--- src/rtl/msdap_out_tx.sv ---
// MSDAP serial output transmitter: one-pair holding buffer feeding two MSB-first shift registers.
// Optional MSDAP_OUT_TX_UNDERRUN_EN: a Frame with an empty buffer sends a zero word and sets underrun.
module msdap_out_tx #(
  parameter int WIDTH = 40
) (
  input  logic             Sclk,
  input  logic             Reset,
  input  logic             Frame,
  input  logic             in_valid,
  output logic             in_ready,
  input  logic [WIDTH-1:0] DataL,
  input  logic [WIDTH-1:0] DataR,
  output logic             OutputL,
  output logic             OutputR,
  output logic             OutReady,
  output logic             underrun
);

  localparam int CW = (WIDTH > 1) ? $clog2(WIDTH) : 1;

  typedef enum logic {IDLE, SHIFT} state_e;

  state_e           state_q;
  logic [CW-1:0]    cnt_q;
  logic             buf_full_q;
  logic [WIDTH-1:0] buf_l_q, buf_r_q;
  logic [WIDTH-1:0] sh_l_q, sh_r_q;
  logic             out_l_q, out_r_q, out_rdy_q;
  logic             capture, start;
  logic [WIDTH-1:0] word_l, word_r;

  assign in_ready = !buf_full_q;
  assign capture  = in_valid && !buf_full_q;

`ifdef MSDAP_OUT_TX_UNDERRUN_EN
  logic underrun_q;
  // An empty buffer still starts a word, but the word is forced to zero.
  assign start    = Frame && (state_q == IDLE);
  assign word_l   = buf_full_q ? buf_l_q : '0;
  assign word_r   = buf_full_q ? buf_r_q : '0;
  assign underrun = underrun_q;
`else
  assign start    = Frame && (state_q == IDLE) && buf_full_q;
  assign word_l   = buf_l_q;
  assign word_r   = buf_r_q;
  assign underrun = 1'b0;
`endif

  assign OutputL  = out_l_q;
  assign OutputR  = out_r_q;
  assign OutReady = out_rdy_q;

  // NOTE: all state here is sequential, so every assignment uses <= to keep
  // the update order-independent across the block.
  always_ff @(posedge Sclk) begin
    if (Reset) begin
      // NOTE: buffer and shift registers are cleared too, so a reset leaves no
      // stale word that a later Frame could send.
      state_q    <= IDLE;
      cnt_q      <= '0;
      buf_full_q <= 1'b0;
      buf_l_q    <= '0;
      buf_r_q    <= '0;
      sh_l_q     <= '0;
      sh_r_q     <= '0;
      out_l_q    <= 1'b0;
      out_r_q    <= 1'b0;
      out_rdy_q  <= 1'b0;
`ifdef MSDAP_OUT_TX_UNDERRUN_EN
      underrun_q <= 1'b0;
`endif
    end else begin
      // Start sees the pre-edge buffer, so a pair captured this cycle is never bypassed.
      if (start) buf_full_q <= 1'b0;
      if (capture) begin
        buf_l_q    <= DataL;
        buf_r_q    <= DataR;
        buf_full_q <= 1'b1;
      end

      case (state_q)
        IDLE: begin
          if (start) begin
            state_q   <= SHIFT;
            cnt_q     <= '0;
            out_l_q   <= word_l[WIDTH-1];
            out_r_q   <= word_r[WIDTH-1];
            out_rdy_q <= 1'b1;
            sh_l_q    <= {word_l[WIDTH-2:0], 1'b0};
            sh_r_q    <= {word_r[WIDTH-2:0], 1'b0};
`ifdef MSDAP_OUT_TX_UNDERRUN_EN
            if (!buf_full_q) underrun_q <= 1'b1;
`endif
          end
        end
        SHIFT: begin
          if (cnt_q == CW'(WIDTH - 1)) begin
            state_q   <= IDLE;
            cnt_q     <= '0;
            out_l_q   <= 1'b0;
            out_r_q   <= 1'b0;
            out_rdy_q <= 1'b0;
          end else begin
            cnt_q   <= cnt_q + 1'b1;
            out_l_q <= sh_l_q[WIDTH-1];
            out_r_q <= sh_r_q[WIDTH-1];
            sh_l_q  <= {sh_l_q[WIDTH-2:0], 1'b0};
            sh_r_q  <= {sh_r_q[WIDTH-2:0], 1'b0};
          end
        end
        default: state_q <= IDLE;
      endcase
    end
  end

endmodule
--- config.mk ---
export PLATFORM = sky130hd
export DESIGN_NAME = msdap_out_tx
export DESIGN_NICKNAME = d
export VERILOG_FILES = /design/src/rtl/msdap_out_tx.sv
export SDC_FILE = /design/constraint.sdc
export NUM_CORES = 1
export LEC_CHECK = 0
export ABC_AREA = 1
export ABC_CLOCK_PERIOD_IN_PS = 1500
export CELL_PAD_IN_SITES_DETAIL_PLACEMENT = 1
export CELL_PAD_IN_SITES_GLOBAL_PLACEMENT = 1
export CORE_MARGIN = 2
export CORE_UTILIZATION = 36
export DETAILED_ROUTE_END_ITERATION = 8
export MAX_ROUTING_LAYER = met4
export PLACE_DENSITY = 0.78
export SLEW_MARGIN = 20
export SYNTH_ARGS = -nofsm -noshare
export SYNTH_HDL_FRONTEND = slang
export SYNTH_SLANG_ARGS = --single-unit
--- constraint.sdc ---
create_clock -name Sclk -period 1.5 [get_ports Sclk]
set_input_delay 0.15 -clock Sclk [delete_from_list [all_inputs] [get_ports Sclk]]
set_output_delay 0.15 -clock Sclk [all_outputs]
set_load 0.02 [all_outputs]
==> summary.txt, run 1 <==
Status
  – Status: finished with violations
  – Failing checks: setup timing

Global routing
  – Vias in the first global route: about 6,600
  – First-pass GRT wire length: 32,000 um
  – Initial antenna violation count: 0
  – Largest net degree at the start of global routing: roughly 110
  – GRT overflow: 0
  – Gr usage total: 0.186

Cells and area
  – Share of layout cells above drive strength 1: 0.0873
  – Area of the multi-input gates: 0.00327 mm^2
  – Filler cell count: 2,507
  – Final #Nets: 1,194
  – Final instance area: 0.00937 mm^2
  – Storage element area: 0.00339 mm^2
  – Antenna diodes: 0
  – Layout area overhead: 28.9%

Synthesis
  – Syn_nets: approximately 1,100
  – Leading area contributor after synthesis: dfxtp_1
  – Gate Count Post-Synth: 1,034
  – Synth top area share: 0.466
  – Synth Area per Inst: 7.03 um^2
  – Synth top area cells: dfxtp_1, o21ai_0, nor2_1
  – Seq cells post-synth: 169
  – Area of the mapped netlist: 0.00727 mm^2
  – Ys Warns: 0
  – Post-synth cell types: 23
  – Sequential share of the synthesized area: 0.466

Clock network
  – CTS root buf: clkbuf_16
  – Worst-path clk slew: roughly 0.07 ns
  – TritonCTS clock tree: done
  – Clock sink count: 169
  – CTS Buffer Depth: 2
  – Post-CTS Hold Buffers: 0
  – Worst skew pair latency: 0.43 ns
  – H-tree levels: 4
  – Num CTS Buffers: 17

Route
  – Antenna Nets Post-Route: 0
  – Total routed wirelength: 19,100 um
  – Routed vias: between 6,000 and 7,000
  – DRC errors left: 0
  – Initial DRT Pass Iterations: 4
  – DR WL/cell: about 14 um
  – Initial DRC count: around 340
  – DR vias/cell: 4.83

STA
  – RSZ-0062 raised after global routing: true
  – Setup WS post-layout: -0.0123 ns
  – Tmin final: 1.51 ns
  – Layout Skew: 0.0103 ns
  – Slew Limit Fails: 0
  – Achievable Freq: about 0.66 GHz
  – Setup violators final: 3
  – Tcrit/Tclk final: 1.01
  – Final Hold Fails: 0

Floorplanning
  – # rows: 51
  – Die W: 146 um
  – CORE AREA: a little under 0.02 mm^2
  – Die area: 0.0213 mm^2
  – Initial core utilization: 0.370
  – IO Pins: 89
  – Die H: 146 um

Worst hold path
  – HP Class: input pin to register

Placed design
  – I/O Buffers: 87
  – Detailed-placement wirelength estimate: 12,000 um
  – Setup WS pre-CTS: -0.0920 ns
  – Cell area after placement: 0.00862 mm^2
  – GPL Wtd Cong: 0.774

Critical path
  – Critical path fanouts, max: 6
  – WP data required: 1.86 ns
  – Crit path DAT: 1.87 ns
  – CP Class: register to register
  – Startpoint type of the worst setup path: register
  – CP Capture Type: register

Pwr
  – Worst VDD drop: 0.000731 V
  – Leakage power: 3.96 nW
  – Pwr/cell area: around 1200 mW/mm^2

Flow run
  – MaxCap Viol Count: 0
## what timing repair did
action | in CTS | in global routing
pin swaps | 2 | 1
setup endpoints to repair | 81 | 78
gates cloned | 1 | 2
resized for setup | 18 | 4
setup buffers | 3 | 2
## final cells by class
cell class | count | share of cell area
clock inverter | 13 | 0.0154
clock buffer | 19 | 0.0473
multi-input combinational | 704 | 0.349
timing repair buffer | 132 | 0.156
sequential | 169 | 0.362
tap | 265 | 0.0354
inverter | 85 | 0.0346
## per-layer routing
layer  up-vias  global-route usage  routed length [um]
met1      3165               0.228                9220
li1       3427                   -                   -
met3        21              0.0369                 472
met2        80               0.309                9150
met5         -                   -                   0
met4         0              0.0631                 290
## cells in the mapped netlist
cell	n
o21ai_0	162
a21oi_2	1
o21a_1	2
conb_1	1
buf_4	3
inv_2	1
clkbuf_1	44
inv_1	84
dfxtp_1	169
ha_1	1
buf_1	5
nand3b_1	53
nor2_1	213
nand3_1	29
nor2_2	2
buf_6	4
a21oi_1	64
nand2_1	170
or2_2	1
buf_2	20
nor2_4	2
nand2_2	2
a211oi_1	1
## where the power goes
part           internal [W]  switching, W
Clock               0.00251       0.00188
Sequential          0.00490      0.000161
Combinational      0.000849       0.00102
## critical path, cell delays in order (launching register included)
cell     delay, ns
dfxtp_2       0.35
ha_4          0.15
nand2_4       0.06
nor2_4        0.11
buf_6         0.11
a21oi_4       0.05
nor2_4        0.19
buf_4         0.16
buf_8         0.12
nor2_1        0.05
nor2_1        0.10
## cell usage in the layout, fill, tap and decap left out, types with 17 or more instances in the layout
cell,instances
o21ai_0,162
buf_12,17
clkbuf_16,19
nor2_1,208
nand2_1,168
dfxtp_1,166
nand3b_1,53
nand3_1,29
buf_4,24
a21oi_1,64
inv_1,82
clkdlybuf4s50_1,83
## logic make-up after synthesis
group                    after synthesis  synth area share
AND/OR/NAND/NOR                      472             0.280
AO/OA/AOI/OAI                        230             0.160
buffers and inverters                161            0.0923
adder cells (fa/ha/maj)                1           0.00172
other                                  1          0.000516
flip-flops                           169             0.466
## stage by stage
stage | utilization | power (W) | hold WS (ns) | TNS [ns] | std cells
floorplan | - | 0.00628 | 0.285 | -0.0179 | 1034
global placement | 0.439 | 0.00690 | 0.433 | -0.342 | 1348
detailed placement | 0.439 | 0.00697 | 0.441 | -3.77 | 1348
CTS | 0.474 | 0.0114 | 0.294 | -0.569 | 1384
global route | 0.477 | 0.0119 | 0.315 | -3.41 | 1387
finish | 0.477 | 0.0113 | 0.308 | -0.0268 | 1387
## flip-flops by register name, indices dropped and copies added, names as in the netlist
register and flops:
OutputR 1, buf_r_q 40, sh_r_q 39, cnt_q 6
sh_l_q 39, OutputL 1, OutReady 1, state_q 1
buf_full_q 1, buf_l_q 40
## final timing paths
check / depth (start not counted) / to / startpoint / slack, ns
worst max-delay path: 10 / sh_r_q[14] / cnt_q[0] / -0.01
worst min-delay path: 3 / buf_l_q[12] / DataL[12] / 0.31
worst max register to register: 10 / sh_r_q[14] / cnt_q[0] / -0.01
worst min register to register: 2 / buf_r_q[11] / buf_r_q[11] / 0.45
Power figures use the tool's default switching activity.
==> inputs of run 2 (changes only) <==
Settings changed: CORE_UTILIZATION 36 to 37, CTS_BUF_LIST from default to sky130_fd_sc_hd__clkbuf_4, HOLD_SLACK_MARGIN from default to 0.12, PLACE_DENSITY 0.78 to 0.79.
==> summary.txt, run 2 (synthesis gave the netlist of run 1 again) <==
Worst hold path
  – HP Class: input pin to register (unchanged)
  – Hold_sp: DataL[23] (was DataL[12])
  – Hold Path Sink: buf_l_q[23] (was buf_l_q[12])
  – Hold depth: 3 (unchanged)

Clock network
  – H-tree levels: 4 (unchanged)
  – Worst skew pair latency: 0.58 ns (was 0.43 ns)
  – Worst-path clk slew: 0.15 ns (was 0.07 ns)
  – TritonCTS clock tree: done (unchanged)
  – Num CTS Buffers: 17 (unchanged)
  – CTS Buffer Depth: 2 (unchanged)
  – Clock sink count: 169 (unchanged)
  – CTS root buf: clkbuf_4 (was clkbuf_16)

STA
  – Final Hold Fails: 0 (unchanged)
  – Minimum hold slack: 0.148 ns (was 0.308 ns)
  – Tmin final: 1.58 ns (was 1.51 ns)
  – Slew Limit Fails: 0 (unchanged)
  – Tcrit/Tclk final: 1.05 (was 1.01)
  – Setup WS post-layout: -0.0751 ns (was -0.0123 ns)
  – Layout Skew: 0.0137 ns (was 0.0103 ns)
  – RSZ-0062 raised after global routing: true (unchanged)
  – Setup violators final: 67 (was 3)
  – Achievable Freq: 0.635 GHz (was 0.661 GHz)

Route
  – DRC errors left: 0 (unchanged)
  – Initial DRT Pass Iterations: 4 (unchanged)
  – Initial DRC count: 307 (was 338)
  – Total routed wirelength: 20,100 um (was 19,100 um)
  – DR vias/cell: 4.87 (was 4.83)
  – DR WL/cell: 14.3 um (was 13.8 um)
  – Routed vias: 6,838 (was 6,693)
  – Antenna Nets Post-Route: 0 (unchanged)

Cells and area
  – Final #Nets: 1,211 (was 1,194)
  – Finished Layout Cells: 1,405 (was 1,387)
  – Most frequent cells in the layout: nor2_1, nand2_1, dfxtp_1, o21ai_0, clkdlybuf4s50_1 (unchanged)
  – Most common cell after layout, fill and taps aside: nor2_1 (unchanged)
  – Share of layout cells above drive strength 1: 0.116 (was 0.0873)
  – Utilization after layout: 0.485 (was 0.477)
  – Regs by FF count: buf_l_q: 40 flops, buf_r_q: 40 flops (unchanged)
  – Area of the multi-input gates: 0.00335 mm^2 (was 0.00327 mm^2)
  – Storage element area: 0.00339 mm^2 (about the same)
  – Layout area overhead: 29.6% (was 28.9%)
  – Filler cell count: 2,455 (was 2,507)

Pwr
  – Tot Pwr: 0.0102 W (was 0.0113 W)
  – Pwr/cell area: 1090 mW/mm^2 (was 1210 mW/mm^2)
  – Leakage power: 3.95 nW (was 3.96 nW)
  – Worst VDD drop: 0.000454 V (was 0.000731 V)

Placed design
  – GPL Wtd Cong: 0.757 (was 0.774)
  – Setup WS pre-CTS: -0.103 ns (was -0.0920 ns)
  – I/O Buffers: 87 (unchanged)
  – Placed cell count: 1,352 (was 1,348)
  – Detailed-placement wirelength estimate: 12,300 um (was 12,000 um)

Critical path
  – Critical path fanouts, max: 14 (was 6)
  – Reg2reg end: sh_r_q[33] (was sh_r_q[14])
  – WP data required: 1.99 ns (was 1.86 ns)
  – RR Startpoint: cnt_q[1] (was cnt_q[0])
  – Crit path DAT: 2.07 ns (was 1.87 ns)
  – R2R depth: 10 (unchanged)
  – Flop2flop setup slack: -0.08 ns (was -0.01 ns)
  – CP Class: register to register (unchanged)
  – CP Capture Type: register (unchanged)
  – Startpoint type of the worst setup path: register (unchanged)

Global routing
  – Largest net degree at the start of global routing: 65 (was 107)
  – Initial antenna violation count: 1 (was 0)
  – GRT overflow: 0 (unchanged)
  – Vias in the first global route: 6,756 (was 6,637)
  – First-pass GRT wire length: 31,800 um (was 32,000 um)
  – Gr usage total: 0.195 (was 0.186)

Status
  – Status: finished with violations (unchanged)
  – Failing checks: setup timing (unchanged)

Floorplanning
  – Die H: 144 um (was 146 um)
  – Initial core utilization: 0.375 (was 0.370)
  – # rows: 51 (unchanged)
  – CORE AREA: 0.0194 mm^2 (was 0.0197 mm^2)
  – Die area: 0.0208 mm^2 (was 0.0213 mm^2)
  – IO Pins: 89 (unchanged)
  – Die W: 144 um (was 146 um)

Flow run
  – MaxCap Viol Count: 0 (unchanged)
[run 2: cell count changes in the layout (fill, tap and decap cells not counted), moves of 4 or more]
cell / change
clkbuf_16: -15
dlygate4sd2_1: -4
nor2_4: +8
nor2_2: +11
nor2_1: -19
dlygate4sd3_1: +10
clkbuf_4: +17
[run 2: where the power goes]
part           switching [W]  total [W]  internal, W
Sequential          0.000164    0.00506      0.00490
Combinational        0.00110    0.00204     0.000944
Clock                0.00176    0.00312      0.00136
Total                0.00302     0.0102      0.00721
[run 2: cell type report]
class | instances | area share
Timing Repair Buffer | 149 | 0.177
Antenna cell | 1 | 0.000266
Tap cell | 265 | 0.0352
Clock buffer | 17 | 0.0136
Inverter | 85 | 0.0348
Sequential cell | 169 | 0.360
Multi-Input combinational cell | 704 | 0.356
Clock inverter | 15 | 0.0227
[run 2: metal layers]
metal  part of all wire  global-route usage  vias to the layer above
met4              0.013              0.0613                        0
met3              0.025              0.0341                       16
met2               0.50               0.333                       92
met1               0.46               0.236                     3260
met5                  0                   -                        -
li1                   -                   -                     3470
[run 2: stage by stage]
stage	instance area (um^2)	TNS [ns]
6_report	9420	-2.12
5_1_grt	9420	-9.22
3_3_place_gp	8640	-0.665
4_1_cts	9190	-0.0751
3_5_place_dp	8640	-4.10
2_1_floorplan	7270	-0.0179
[run 2: how the worst max path moves through the flow]
stage          startpoint    endpoint  depth (start not counted)
6_report         cnt_q[1]  sh_r_q[33]                         10
5_1_grt          cnt_q[5]   sh_r_q[2]                          9
2_1_floorplan    cnt_q[0]  sh_l_q[26]                         10
3_5_place_dp     cnt_q[0]  sh_l_q[22]                          9
3_3_place_gp     cnt_q[0]   sh_l_q[8]                          9
4_1_cts          cnt_q[0]   sh_r_q[8]                          9
[run 2: worst max-delay path, stage by stage (launching register included)]
cell,delay [ns]
dfxtp_2,0.36
ha_4,0.17
nand2_4,0.08
nor2_4,0.04
buf_6,0.11
a21oi_4,0.16
nor2_4,0.07
buf_12,0.15
clkbuf_16,0.17
nor2_1,0.11
nor2_1,0.05
[run 2: what timing repair did]
| action | CTS | global route |
|---|---|---|
| hold buffers | 9 | 1 |
| hold endpoints to repair | 9 | 1 |
| buffers inserted | 4 | 2 |
| cloned | 1 | 5 |
| pin swaps | 1 | 12 |
| gates resized for setup | 28 | 45 |
| setup endpoints to repair | 83 | 85 |
